--- config.mk ---
export PLATFORM = sky130hd
export DESIGN_NAME = sreg_word_capture
export DESIGN_NICKNAME = d
export VERILOG_FILES = /design/src/rtl/sreg_word_capture_pkg.sv /design/src/rtl/sreg_fifo2.sv /design/src/rtl/sreg_word_capture.sv
export SDC_FILE = /design/constraint.sdc
export NUM_CORES = 1
export LEC_CHECK = 0
export CORE_MARGIN = 5
export CORE_UTILIZATION = 53
export CTS_CLUSTER_DIAMETER = 40
export DETAILED_ROUTE_END_ITERATION = 6
export GPL_TIMING_DRIVEN = 0
export PLACE_DENSITY = 0.86
export REMOVE_ABC_BUFFERS = 1
export SKIP_CTS_REPAIR_TIMING = 1
export SYNTH_ARGS = -nofsm -noshare
export SYNTH_HDL_FRONTEND = slang
export SYNTH_SLANG_ARGS = --single-unit
export TNS_END_PERCENT = 30
--- constraint.sdc ---
create_clock -name CLK -period 3.4 [get_ports CLK]
set_clock_uncertainty 0.15 [all_clocks]
set_input_delay 0.68 -clock CLK [delete_from_list [all_inputs] [get_ports CLK]]
set_output_delay 0.68 -clock CLK [all_outputs]
set_load 0.01 [all_outputs]
--- src/rtl/sreg_word_capture_pkg.sv ---
// rtl/sreg_word_capture_pkg.sv - shared constants and helpers for the word capture stage
// Counter width rule, buffer depth and reset values used by the top and the FIFO.
package sreg_word_capture_pkg;

   localparam int FIFO_DEPTH = 2;

   localparam logic RST_VALID = 1'b0;
   localparam logic RST_OVR   = 1'b0;
   localparam logic RST_PEND  = 1'b0;

   typedef logic [1:0] occ_t;

   // Shift counter must hold 0..N-1 and is never narrower than one bit.
   function automatic int cw_of(input int n);
      return (n <= 2) ? 1 : $clog2(n);
   endfunction

endpackage

--- src/rtl/sreg_fifo2.sv ---
// rtl/sreg_fifo2.sv - two-entry word buffer with head register driving DO
// Push and pop may coincide at any occupancy; a push into a full buffer with no pop is ignored.
module sreg_fifo2
   import sreg_word_capture_pkg::*;
#(
   parameter int N = 8
) (
   input  logic         CLK,
   input  logic         CLR,
   input  logic         PUSH,
   input  logic [N-1:0] DI,
   input  logic         POP,
   output logic [N-1:0] DO,
   output logic         NE,
   output logic         FULL
);

   localparam occ_t OCC_EMPTY = occ_t'(0);
   localparam occ_t OCC_ONE   = occ_t'(1);
   localparam occ_t OCC_FULL  = occ_t'(FIFO_DEPTH);

   logic [N-1:0] head_q, head_d;
   logic [N-1:0] tail_q, tail_d;
   occ_t         occ_q, occ_d;
   logic         pop_ok;
   logic         push_ok;

   always_ff @(posedge CLK or posedge CLR) begin
      if (CLR) begin
         head_q <= '0;
         tail_q <= '0;
         occ_q  <= OCC_EMPTY;
      end else begin
         head_q <= head_d;
         tail_q <= tail_d;
         occ_q  <= occ_d;
      end
   end

   always_comb begin
      head_d  = head_q;
      tail_d  = tail_q;
      occ_d   = occ_q;
      pop_ok  = POP && (occ_q != OCC_EMPTY);
      push_ok = PUSH && ((occ_q != OCC_FULL) || pop_ok);
      case ({push_ok, pop_ok})
         2'b10: begin
            if (occ_q == OCC_EMPTY) begin
               head_d = DI;
               occ_d  = OCC_ONE;
            end else begin
               tail_d = DI;
               occ_d  = OCC_FULL;
            end
         end
         2'b01: begin
            if (occ_q == OCC_FULL) begin
               head_d = tail_q;
            end
            occ_d = occ_q - OCC_ONE;
         end
         2'b11: begin
            // Occupancy is unchanged; the new word lands behind whatever remains.
            if (occ_q == OCC_ONE) begin
               head_d = DI;
            end else begin
               head_d = tail_q;
               tail_d = DI;
            end
         end
         default: begin
            head_d = head_q;
         end
      endcase
   end

   assign DO   = head_q;
   assign NE   = (occ_q != OCC_EMPTY);
   assign FULL = (occ_q == OCC_FULL);

endmodule

--- src/rtl/sreg_word_capture.sv ---
// rtl/sreg_word_capture.sv - frames shift-register output into words behind a VALID/READY buffer
// Counts S0 strobes, captures Q one cycle after the Nth shift, flags dropped words on OVR.
module sreg_word_capture
   import sreg_word_capture_pkg::*;
#(
   parameter int N      = 8,
   parameter int DPFLAG = 1,
   parameter     GROUP  = "dpath1",
   localparam int CW    = cw_of(N)
) (
   input  logic          CLK,
   input  logic          CLR,
   input  logic          S0,
   input  logic          SYNC,
   input  logic [N-1:0]  DIN,
   output logic [N-1:0]  DOUT,
   output logic          VALID,
   input  logic          READY,
   output logic          OVR,
   input  logic          OVR_CLR,
   output logic [CW-1:0] CNT
);

   localparam logic [CW-1:0] LAST = CW'(N - 1);

   logic [CW-1:0] cnt_q, cnt_d;
   logic          pend_q, pend_d;
   logic          ovr_q, ovr_d;
   logic          fifo_ne;
   logic          fifo_full;
   logic          pop;
   logic          unused_attrs;

   assign unused_attrs = (DPFLAG != 0) ^ (GROUP == "");

   always_ff @(posedge CLK or posedge CLR) begin
      if (CLR) begin
         cnt_q  <= '0;
         pend_q <= RST_PEND;
         ovr_q  <= RST_OVR;
      end else begin
         cnt_q  <= cnt_d;
         pend_q <= pend_d;
         ovr_q  <= ovr_d;
      end
   end

   always_comb begin
      cnt_d  = cnt_q;
      pend_d = 1'b0;
      // SYNC only stops a new capture being scheduled; a word already pending still lands.
      if (SYNC) begin
         cnt_d = '0;
      end else if (S0) begin
         if (cnt_q == LAST) begin
            cnt_d  = '0;
            pend_d = 1'b1;
         end else begin
            cnt_d = cnt_q + 1'b1;
         end
      end
   end

   assign pop = fifo_ne && READY;

   always_comb begin
      ovr_d = ovr_q;
      if (OVR_CLR) begin
         ovr_d = 1'b0;
      end
      if (pend_q && fifo_full && !pop) begin
         ovr_d = 1'b1;
      end
   end

   sreg_fifo2 #(
      .N(N)
   ) u_fifo (
      .CLK  (CLK),
      .CLR  (CLR),
      .PUSH (pend_q),
      .DI   (DIN),
      .POP  (pop),
      .DO   (DOUT),
      .NE   (fifo_ne),
      .FULL (fifo_full)
   );

   assign VALID = fifo_ne | RST_VALID;
   assign OVR   = ovr_q;
   assign CNT   = cnt_q;

endmodule

==> reports/metrics.yaml, run 1 <==
outcome:
  status: "finished clean"
timing:
  min_period_ns: 2.567
  slew_viol_final: 0
  setup_viol: 0
  setup_ws_ns: 0.8332
  finalHoldViolCount: 0
  tightest_slew_ns: 0.8244
  finalSetupTns_ns: 0
  fmax_mhz: 389.6
  rsz0062_at_grt: "false"
  post-route-period-util_pct: 75.49
  slew_headroom_pct: 44.98
global_routing:
  grt_pass1_wl_microns: 3870
  grt_start_max_net_pins: 24
  grt.total_usage_pct: 15.02
  antenna_found_initial: 0
  grt_pass1_vias: 890
  gr-total-overflow: 0
routing:
  ant_nets: 0
  wl_per_cell_microns: 14.09
  drt_iter0_markers: 10
  wl_microns: 2269
  drt_pre_antenna_iters: 4
  via_per_inst: 5.602
  num_vias: 902
  drc: 0
critical_path:
  cp-end-kind: "output pin"
  reg2reg_from: "u_fifo.occ_q[1]$_DFFE_PP0P_"
  cp.arrival_ns: 1.74
  cp.required_ns: 2.57
  timing.rr.end: "u_fifo.occ_q[1]$_DFFE_PP0P_"
  critPathMaxFanout: 7
  r2r_cells: 5
  ff2ff_setup_slack_ns: 1.47
  worstSetupPathType: "register to output pin"
  startpoint_type: "register"
floorplanning:
  dieArea_sq_mm: 0.003327
  ios: 27
  die_h_microns: 57.68
  rows: 17
  coreArea_sq_mm: 0.002191
  die_x_microns: 57.68
  start_util_pct: 55.00
hold_path:
  hp-start: "u_fifo.tail_q[5]$_DFFE_PP0P_"
  worstHoldPathType: "register to register"
  whs_path_depth: 1
  hold_end: "u_fifo.tail_q[5]$_DFFE_PP0P_"
cts:
  cts-root-buf: "clkbuf_4"
  clk_pin_slew_ns: 0.12
  numCtsBuffers: 3
  cts.sinks: 23
  htree_levels: 1
  worstSkewPairLatency_ns: 0.30
  cts_buffer_depth: 2
  cts_tree: "yes"
placed_design:
  place_hpwl_microns: 1794
  gp_congestion: 0.8509
  port_buffers: 26
  pre_cts_ws_ns: 0.9458
synth:
  yosysUniqueCellTypes: 23
  synthCells: 109
  synth_seq_area_share_pct: 47.77
  yosysWarnings: 0
  synth_area_per_cell_sq_um: 11.05
  synth-seq-cells: 23
  netlist_area_sq_mm: 0.001205
pwr:
  powerDensity_mw_per_mm2: 641.4
  netSwitchingPower_w: 0.0003338
  pwr-share-comb_pct: 47.4
  power.leakage_nw: 0.6346
  sequentialPowerShare_pct: 39.7
  p_clk_share_pct: 12.9
  ir_drop_mv: 0.3931
  swShare_pct: 35.19
  cellInternalPower_w: 0.0006147
finish:
  syn2layout_area_growth_pct: 22.74
  layout-drive-gt1-share_pct: 17.29
  antenna_cells: 0
  final_nets: 153
job:
  cap_viol_max_count: 0
-- stage by stage --
step / cell area, sq um / std cells / hold slack (ns) / power, W / utilization [%]
floorplan: 1157 / 103 / 0.3290 / 0.0006515 / -
global placement: 1453 / 157 / 0.3429 / 0.0008154 / 66.31
detailed placement: 1453 / 157 / 0.3523 / 0.0008354 / 66.31
CTS: 1479 / 161 / 0.3818 / 0.0009575 / 67.50
global route: 1479 / 161 / 0.3886 / 0.001017 / 67.50
finish: 1479 / 161 / 0.3808 / 0.0009486 / 67.50
-- layer usage --
| layer | GRT usage (%) | up-vias | wire, microns |
|---|---|---|---|
| met5 | 0 | - | 0 |
| met4 | 6.954 | 0 | 17 |
| met3 | 2.673 | 4 | 127 |
| met2 | 26.94 | 30 | 1191 |
| met1 | 17.24 | 425 | 932 |
| li1 | - | 443 | - |
-- sequential cells by signal, indices dropped and copies added, names as in the netlist --
register and count:
u_fifo.tail_q 8, CNT 3, u_fifo.occ_q 2, u_fifo.DO 8, pend_q 1, OVR 1
-- final cells by class --
type	instances	area (sq um)
Sequential cell	23	575.6
Tap cell	28	35.03
Fill cell	166	711.9
Inverter	6	22.52
Multi-Input combinational cell	74	559.3
Timing Repair Buffer	26	260.3
Clock buffer	4	26.28
-- worst max-delay path: stages (launching register included) --
cell and delay, ns:
dfrtp_1 0.41, inv_1 0.10, ha_1 0.26, inv_1 0.12, clkdlybuf4s50_1 0.54
-- cells in the mapped netlist --
master | number | share of area, %
a21oi_1 | 10 | 4.2
a31oi_2 | 8 | 8.3
and2_1 | 1 | 0.52
and2_4 | 1 | 0.73
buf_1 | 1 | 0.31
buf_2 | 2 | 0.83
buf_6 | 3 | 2.8
dfrtp_1 | 23 | 48
ha_1 | 5 | 5.2
inv_1 | 6 | 1.9
mux2_2 | 9 | 8.4
mux2i_1 | 3 | 2.5
nand2_1 | 3 | 0.93
nand2b_1 | 1 | 0.52
nand3_1 | 9 | 3.7
nand3_2 | 1 | 0.83
nor2_1 | 5 | 1.6
nor2b_1 | 2 | 1.0
nor3b_1 | 1 | 0.62
o21ai_0 | 12 | 5.0
o221a_2 | 1 | 0.93
o221ai_1 | 1 | 0.73
o22a_1 | 1 | 0.73
-- worst max-delay path by stage --
stage | start | to | slack, ns | cells after the start
6_report | u_fifo.occ_q[1]$_DFFE_PP0P_ | VALID | 0.83 | 4
3_3_place_gp | READY | u_fifo.occ_q[1]$_DFFE_PP0P_ | 0.99 | 4
4_1_cts | u_fifo.occ_q[0]$_DFFE_PP0P_ | VALID | 0.83 | 4
5_1_grt | u_fifo.occ_q[0]$_DFFE_PP0P_ | VALID | 0.71 | 4
2_1_floorplan | READY | u_fifo.occ_q[1]$_DFFE_PP0P_ | 1.72 | 3
3_5_place_dp | READY | u_fifo.occ_q[1]$_DFFE_PP0P_ | 0.95 | 4
-- cells in the final DEF, fill, tap and decap left out, types with 2 or more instances in the layout --
cell type	instances
nand3_1	9
ha_1	5
nor2b_1	2
clkdlybuf4s50_1	26
a21oi_1	10
o21ai_0	12
clkbuf_4	3
dfrtp_1	23
nor2_1	5
inv_1	6
mux2_2	9
nand2_1	3
a31oi_2	8
mux2i_1	3
-- kinds of logic after synthesis --
logic type	after synthesis	synth area share, %
mux	12	10.90
flops	23	47.77
buf+inv	12	5.815
compound gates	33	19.83
simple gates	24	10.49
fa+ha+maj	5	5.192
-- power by group through the flow --
| stage | registers (W) | clock network, W | logic (W) |
|---|---|---|---|
| after floorplan | 0.000403 | 0 | 0.000249 |
| after global placement | 0.000377 | 0 | 0.000439 |
| after detailed placement | 0.000381 | 0 | 0.000454 |
| after CTS | 0.000376 | 0.000127 | 0.000455 |
| after global routing | 0.000384 | 0.000139 | 0.000493 |
| final | 0.000376 | 0.000123 | 0.000450 |
Note: power is estimated with default switching activity, not from simulation.
==> run 2: changes to the inputs <==
--- a/config.mk
+++ b/config.mk
@@ -6,11 +6,11 @@
 export NUM_CORES = 1
 export LEC_CHECK = 0
 export CORE_MARGIN = 5
-export CORE_UTILIZATION = 53
+export CORE_UTILIZATION = 49
 export CTS_CLUSTER_DIAMETER = 40
 export DETAILED_ROUTE_END_ITERATION = 6
 export GPL_TIMING_DRIVEN = 0
-export PLACE_DENSITY = 0.86
+export PLACE_DENSITY = 0.81
 export REMOVE_ABC_BUFFERS = 1
 export SKIP_CTS_REPAIR_TIMING = 1
 export SYNTH_ARGS = -nofsm -noshare
==> constraint.sdc (replaced) <==
create_clock -name CLK -period 2.4 [get_ports CLK]
set_clock_uncertainty 0.15 [all_clocks]
set_input_delay 0.48 -clock CLK [delete_from_list [all_inputs] [get_ports CLK]]
set_output_delay 0.48 -clock CLK [all_outputs]
set_load 0.01 [all_outputs]
==> reports/metrics.yaml, run 2 (synthesis results as in run 1) <==
outcome:
  status: "finished clean"  # unchanged
routing:
  drt_iter0_markers: 31  # was 10
  num_vias: 886  # was 902
  met3_length_microns: 103  # was 127 microns
  drt_pre_antenna_iters: 4  # unchanged
  via_per_inst: 5.436  # was 5.602
  wl_microns: 2344  # was 2269 microns
  highest_layer: "met4"  # unchanged
  drt-met1-wl_microns: 930  # was 932 microns
  ant_nets: 0  # unchanged
  wl_per_cell_microns: 14.38  # was 14.09 microns
  wl_met2_microns: 1283  # was 1191 microns
  drc: 0  # unchanged
placed_design:
  gp_congestion: 0.8239  # was 0.8509
  pre_cts_ws_ns: 0.1276  # was 0.9458 ns
  port_buffers: 26  # unchanged
  place_hpwl_microns: 1884  # was 1794 microns
  placed_cell_area_sq_mm: 0.001455  # was 0.001453 sq mm
global_routing:
  grt_start_max_net_pins: 24  # unchanged
  gr-total-overflow: 0  # unchanged
  grt_pass1_wl_microns: 3919  # was 3870 microns
  grt_pass1_vias: 934  # was 890
  antenna_found_initial: 0  # unchanged
  grt.total_usage_pct: 14.66  # was 15.02%
timing:
  hold_slack_ns: 0.3787  # was 0.3808 ns
  finalHoldViolCount: 0  # unchanged
  tightest_slew_ns: 0.8418  # was 0.8244 ns
  finalSetupTns_ns: 0  # unchanged
  post-route-period-util_pct: 96.30
  fmax_mhz: 432.7
  rsz0062_at_grt: "false"  # unchanged
  min_period_ns: 2.311
  setup_viol: 0  # unchanged
  setup_ws_ns: 0.08874  # was 0.8332 ns
  slew_viol_final: 0  # unchanged
  slew_headroom_pct: 43.82  # was 44.98%
finish:
  mostFrequentLayoutCell: "clkdlybuf4s50_1"  # unchanged
  final_cell_mix: "clkdlybuf4s50_1 (26), dfrtp_1 (23), o21ai_0 (12), a21oi_1 (10)"  # unchanged
  final_cell_area_sq_mm: 0.001484  # was 0.001479 sq mm
  final_nets: 153  # unchanged
  post-route-util_pct: 61.58  # was 67.50%
  syn2layout_area_growth_pct: 23.16  # was 22.74%
  antenna_cells: 0  # unchanged
  layout-drive-gt1-share_pct: 18.05  # was 17.29%
critical_path:
  crit_path_cell_trace: "inv_1 > ha_2 > inv_1 > clkdlybuf4s50_1"  # was inv_1 > ha_1 > inv_1 > clkdlybuf4s50_1
  startpoint_type: "register"  # unchanged
  cp.arrival_ns: 1.68  # was 1.74 ns
  cp.required_ns: 1.77  # was 2.57 ns
  ff2ff_setup_slack_ns: 0.55  # was 1.47 ns
  cp_slowest_cell: "clkdlybuf4s50_1"  # unchanged
  crit_top_cell: "inv_1"  # unchanged
  slowest_delay_ns: 0.48  # was 0.54 ns
  worstSetupPathType: "register to output pin"  # unchanged
  cp-end-kind: "output pin"  # unchanged
  critPathMaxFanout: 7  # unchanged
pwr:
  ir_drop_mv: 0.4791  # was 0.3931 mV
  power.leakage_nw: 0.6329  # was 0.6346 nW
  powerDensity_mw_per_mm2: 913.0  # was 641.4 mW/mm^2
cts:
  cts.sinks: 23  # unchanged
  clk_pin_slew_ns: 0.12  # about the same
  cts-root-buf: "clkbuf_4"  # unchanged
  cts_buffer_depth: 2  # unchanged
  numCtsBuffers: 3  # unchanged
  htree_levels: 1  # unchanged
  cts_tree: "yes"  # unchanged
  worstSkewPairLatency_ns: 0.31  # was 0.30 ns
floorplanning:
  rows: 18  # was 17
  ios: 27  # unchanged
  die_h_microns: 59.59  # was 57.68 microns
  coreArea_sq_mm: 0.002410  # was 0.002191 sq mm
  start_util_pct: 50.00  # was 55.00%
  dieArea_sq_mm: 0.003551  # was 0.003327 sq mm
  die_x_microns: 59.59  # was 57.68 microns
hold_path:
  worstHoldPathType: "register to register"  # unchanged
job:
  cap_viol_max_count: 0  # unchanged
[run 2: cell counts in the layout (fill, tap and decap cells not counted)]
No cell type changed its count.
[run 2: path summary, 6_finish.rpt]
kind / end / startpoint / cells past startpoint
max in group asynchronous: u_fifo.DO[0]$_DFFE_PP0P_ / CLR / 2
worst min-delay path: u_fifo.tail_q[0]$_DFFE_PP0P_ / u_fifo.tail_q[0]$_DFFE_PP0P_ / 1
worst max register to register: u_fifo.occ_q[1]$_DFFE_PP0P_ / u_fifo.occ_q[0]$_DFFE_PP0P_ / 5
worst min register to register: u_fifo.tail_q[0]$_DFFE_PP0P_ / u_fifo.tail_q[0]$_DFFE_PP0P_ / 1
worst max-delay path: VALID / u_fifo.occ_q[0]$_DFFE_PP0P_ / 4
min in group asynchronous: u_fifo.tail_q[3]$_DFFE_PP0P_ / CLR / 2
[run 2: critical path: cells and delay by family, from the launching register on]
family / cells / cell delay [ns]
buffers and inverters: 3 / 0.70
adder cells (fa/ha/maj): 1 / 0.26
flip-flops: 1 / 0.42
[run 2: power breakdown]
part / internal [W] / switching [W] / leakage (nW) / total, W
Clock: 0.0000648 / 0.000109 / 0.0150 / 0.000174
Sequential: 0.000480 / 0.0000549 / 0.295 / 0.000535
Combinational: 0.000330 / 0.000316 / 0.323 / 0.000647
[run 2: area by class of cell]
class | instances | area (sq um)
Timing Repair Buffer | 26 | 260.3
Clock buffer | 4 | 26.28
Sequential cell | 23 | 575.6
Inverter | 6 | 22.52
Tap cell | 30 | 37.54
Multi-Input combinational cell | 74 | 561.8
Fill cell | 197 | 925.9
[run 2: metal layers]
metal / GRT usage, % / up-vias
li1: - / 443
met1: 16.14 / 418
met2: 27.15 / 21
met3: 2.614 / 4
met4: 6.329 / 0
met5: 0 / -
[run 2: per-stage QoR]
stage	instances	total power, W
6_report	163	0.001355
5_1_grt	163	0.001444
4_1_cts	163	0.001366
3_5_place_dp	159	0.001190
3_3_place_gp	159	0.001158
2_1_floorplan	103	0.0009230
==> run 3: changes to the inputs <==
--- a/config.mk
+++ b/config.mk
@@ -15,5 +15,6 @@
 export SKIP_CTS_REPAIR_TIMING = 1
 export SYNTH_ARGS = -nofsm -noshare
 export SYNTH_HDL_FRONTEND = slang
+export SYNTH_HIERARCHICAL = 1
 export SYNTH_SLANG_ARGS = --single-unit
 export TNS_END_PERCENT = 30
==> reports/metrics.yaml, run 3 <==
floorplanning:
  start_util_pct: 50.10  # was 50.00%
  rows: 18  # unchanged
  die_x_microns: 59.87  # was 59.59 microns
  coreArea_sq_mm: 0.002432  # was 0.002410 sq mm
  ios: 27  # unchanged
  dieArea_sq_mm: 0.003584  # was 0.003551 sq mm
  die_h_microns: 59.87  # was 59.59 microns
pwr:
  power.leakage_nw: 0.6573  # was 0.6329 nW
  powerDensity_mw_per_mm2: 925.2  # was 913.0 mW/mm^2
  ir_drop_mv: 0.5367  # was 0.4791 mV
synth:
  yosysMostFrequentCell: "dfrtp_1"  # unchanged
  yosysTopAreaCell: "dfrtp_1"  # unchanged
  synth_ff_type: "dfrtp_1"  # unchanged
  synth_top_cells_by_count: "dfrtp_1 (23), o21ai_0 (9), or3b_1 (9)"  # was dfrtp_1 (23), o21ai_0 (12), a21oi_1 (10)
  yosysWarnings: 6  # was 0
  synth-seq-cells: 23  # unchanged
  netlist_area_sq_mm: 0.001219  # was 0.001205 sq mm
  synth_seq_area_share_pct: 47.23  # was 47.77%
  synth_edf_count: 0  # unchanged
  ys_async_sr_fraction_pct: 100.0  # unchanged
  synth_top_cell_area_share_pct: 47.23  # was 47.77%
  yosysUniqueCellTypes: 29  # was 23
  synth_area_leaders: "dfrtp_1 (47%), mux2_2 (7.4%), or3b_1 (6.5%)"  # was dfrtp_1 (48%), mux2_2 (8.4%), a31oi_2 (8.3%)
  synth_area_per_cell_sq_um: 11.28  # was 11.05 sq um
  synthCells: 108  # was 109
timing:
  rsz0062_at_grt: "false"  # unchanged
  setup_viol: 0  # unchanged
  finalHoldViolCount: 0  # unchanged
  post-route-period-util_pct: 92.32  # was 96.30%
  tightest_slew_ns: 0.7272  # was 0.8418 ns
  slew_viol_final: 0  # unchanged
  min_period_ns: 2.216  # was 2.311 ns
  fmax_mhz: 451.4  # was 432.7 MHz
  slew_headroom_pct: 51.47  # was 43.82%
  hold_slack_ns: 0.2437  # was 0.3787 ns
critical_path:
  startpoint_type: "register"  # unchanged
  critPathMaxFanout: 8  # was 7
  r2r_cells: 7  # was 5
  cp.arrival_ns: 2.27  # was 1.68 ns
  cp.required_ns: 2.45  # was 1.77 ns
  worstSetupPathType: "register to register"  # was register to output pin
  cp-end-kind: "register"  # was output pin
routing:
  wl_per_cell_microns: 14.26  # was 14.38 microns
  num_vias: 899  # was 886
  drt_iter0_markers: 22  # was 31
  drc: 0  # unchanged
  ant_nets: 0  # unchanged
  wl_microns: 2339  # was 2344 microns
  drt_pre_antenna_iters: 4  # unchanged
  via_per_inst: 5.482  # was 5.436
job:
  cap_viol_max_count: 0  # unchanged
finish:
  mostFrequentLayoutCell: "clkdlybuf4s50_1"  # unchanged
  multi_input_area_sq_um: 569.3  # was 561.8 sq um
  antenna_cells: 0  # unchanged
  syn2layout_area_growth_pct: 23.92  # was 23.16%
  fin_cells: 164  # was 163
  final_cell_mix: "clkdlybuf4s50_1 (25), dfrtp_1 (23), or3b_1 (9), o21ai_0 (9)"  # was clkdlybuf4s50_1 (26), dfrtp_1 (23), o21ai_0 (12), a21oi_1 (10)
  layout-drive-gt1-share_pct: 17.91  # was 18.05%
  final_nets: 154  # was 153
  fillers: 213  # was 197
  final-seq-area_sq_um: 575.6  # unchanged
cts:
  cts-root-buf: "clkbuf_4"  # unchanged
  cts.sinks: 23  # unchanged
  worstSkewPairLatency_ns: 0.31  # about the same
  cts_buffer_depth: 2  # unchanged
  numCtsBuffers: 3  # unchanged
  clk_pin_slew_ns: 0.12  # about the same
  cts_tree: "yes"  # unchanged
  htree_levels: 1  # unchanged
placed_design:
  place_hpwl_microns: 1738  # was 1884 microns
  gp_congestion: 0.7941  # was 0.8239
  port_buffers: 26  # unchanged
  place_inst: 158  # was 159
global_routing:
  grt_pass1_wl_microns: 3953  # was 3919 microns
  grt_pass1_vias: 932  # was 934
  grt.total_usage_pct: 14.62  # was 14.66%
  grt_start_max_net_pins: 19  # was 24
  antenna_found_initial: 0  # unchanged
  gr-total-overflow: 0  # unchanged
hold_path:
  worstHoldPathType: "primary input to async pin"  # was register to register
outcome:
  status: "finished clean"  # unchanged
run 3: cell types whose count changed in the layout (fill, tap and decap cells not counted), moves of 2 or more:
| cell | delta |
|---|---|
| buf_4 | +2 |
| a21oi_1 | -2 |
| and2_2 | +2 |
| a31oi_1 | +6 |
| o21ai_0 | -3 |
| or3b_1 | +9 |
| a31oi_2 | -6 |
| nand3_1 | -9 |
run 3: routing by layer:
| layer | track usage [%] | wire, microns | vias to the layer above | part of all wire [%] |
|---|---|---|---|---|
| met5 | 0 | 0 | - | 0 |
| met1 | 17.60 | 998 | 432 | 43 |
| met4 | 7.595 | 40 | 0 | 1.7 |
| met3 | 2.592 | 72 | 7 | 3.1 |
| li1 | - | - | 443 | - |
| met2 | 24.69 | 1227 | 17 | 52 |
run 3: cells by family (layout without fill, tap and decap cells):
group / after synthesis / in the layout / synth area share [%]
compound gates: 32 / 32 / 17.04
flops: 23 / 23 / 47.23
buf+inv: 12 / 38 / 6.570
simple gates: 25 / 25 / 14.17
fa+ha+maj: 5 / 5 / 5.133
mux: 11 / 11 / 9.857
run 3: path summary, 6_finish.rpt:
path                                              startpoint                            to  slack (ns)
max in group asynchronous                                CLR      u_fifo/DO[5]$_DFFE_PP0P_        1.18
worst max register to register   u_fifo/occ_q[0]$_DFFE_PP0P_  u_fifo/tail_q[6]$_DFFE_PP0P_        0.18
min in group CLK                u_fifo/tail_q[6]$_DFFE_PP0P_  u_fifo/tail_q[6]$_DFFE_PP0P_        0.36
worst min register to register  u_fifo/tail_q[6]$_DFFE_PP0P_  u_fifo/tail_q[6]$_DFFE_PP0P_        0.36
worst max-delay path             u_fifo/occ_q[0]$_DFFE_PP0P_  u_fifo/tail_q[6]$_DFFE_PP0P_        0.18
worst min-delay path                                     CLR            CNT[0]$_DFFE_PP0P_        0.24
run 3: area by class of cell:
cell class                 instances  share of cell area [%]
timing repair buffer              28                   18.39
clock buffer                       3                   1.491
multi-input combinational         73                   37.70
inverter                           6                   1.491
sequential                        23                   38.11
tap                               30                   2.485
clock inverter                     1                  0.3314
run 3: through the flow:
step | util (%) | setup TNS, ns | instance area [sq um] | setup WS, ns | total power (W)
floorplan | - | 0 | 1161 | 0.2612 | 0.0009244
global placement | 59.98 | 0 | 1459 | 0.01209 | 0.001164
detailed placement | 59.98 | -0.3770 | 1459 | -0.07463 | 0.001201
CTS | 61.11 | -0.5264 | 1486 | -0.08321 | 0.001378
global route | 62.09 | 0 | 1510 | 0.06245 | 0.001505
finish | 62.09 | 0 | 1510 | 0.1844 | 0.001397
run 3: where the power goes:
part	internal (W)	switching (W)
Sequential	0.000480	0.0000556
Combinational	0.000350	0.000337
Clock	0.0000622	0.000113
run 3: critical path: stages (launching register included):
cell and delay [ns]:
dfrtp_1 0.42, inv_1 0.09, ha_2 0.24, inv_1 0.12
and2_2 0.26, mux2i_1 0.26, nand3_2 0.24, mux2_2 0.34
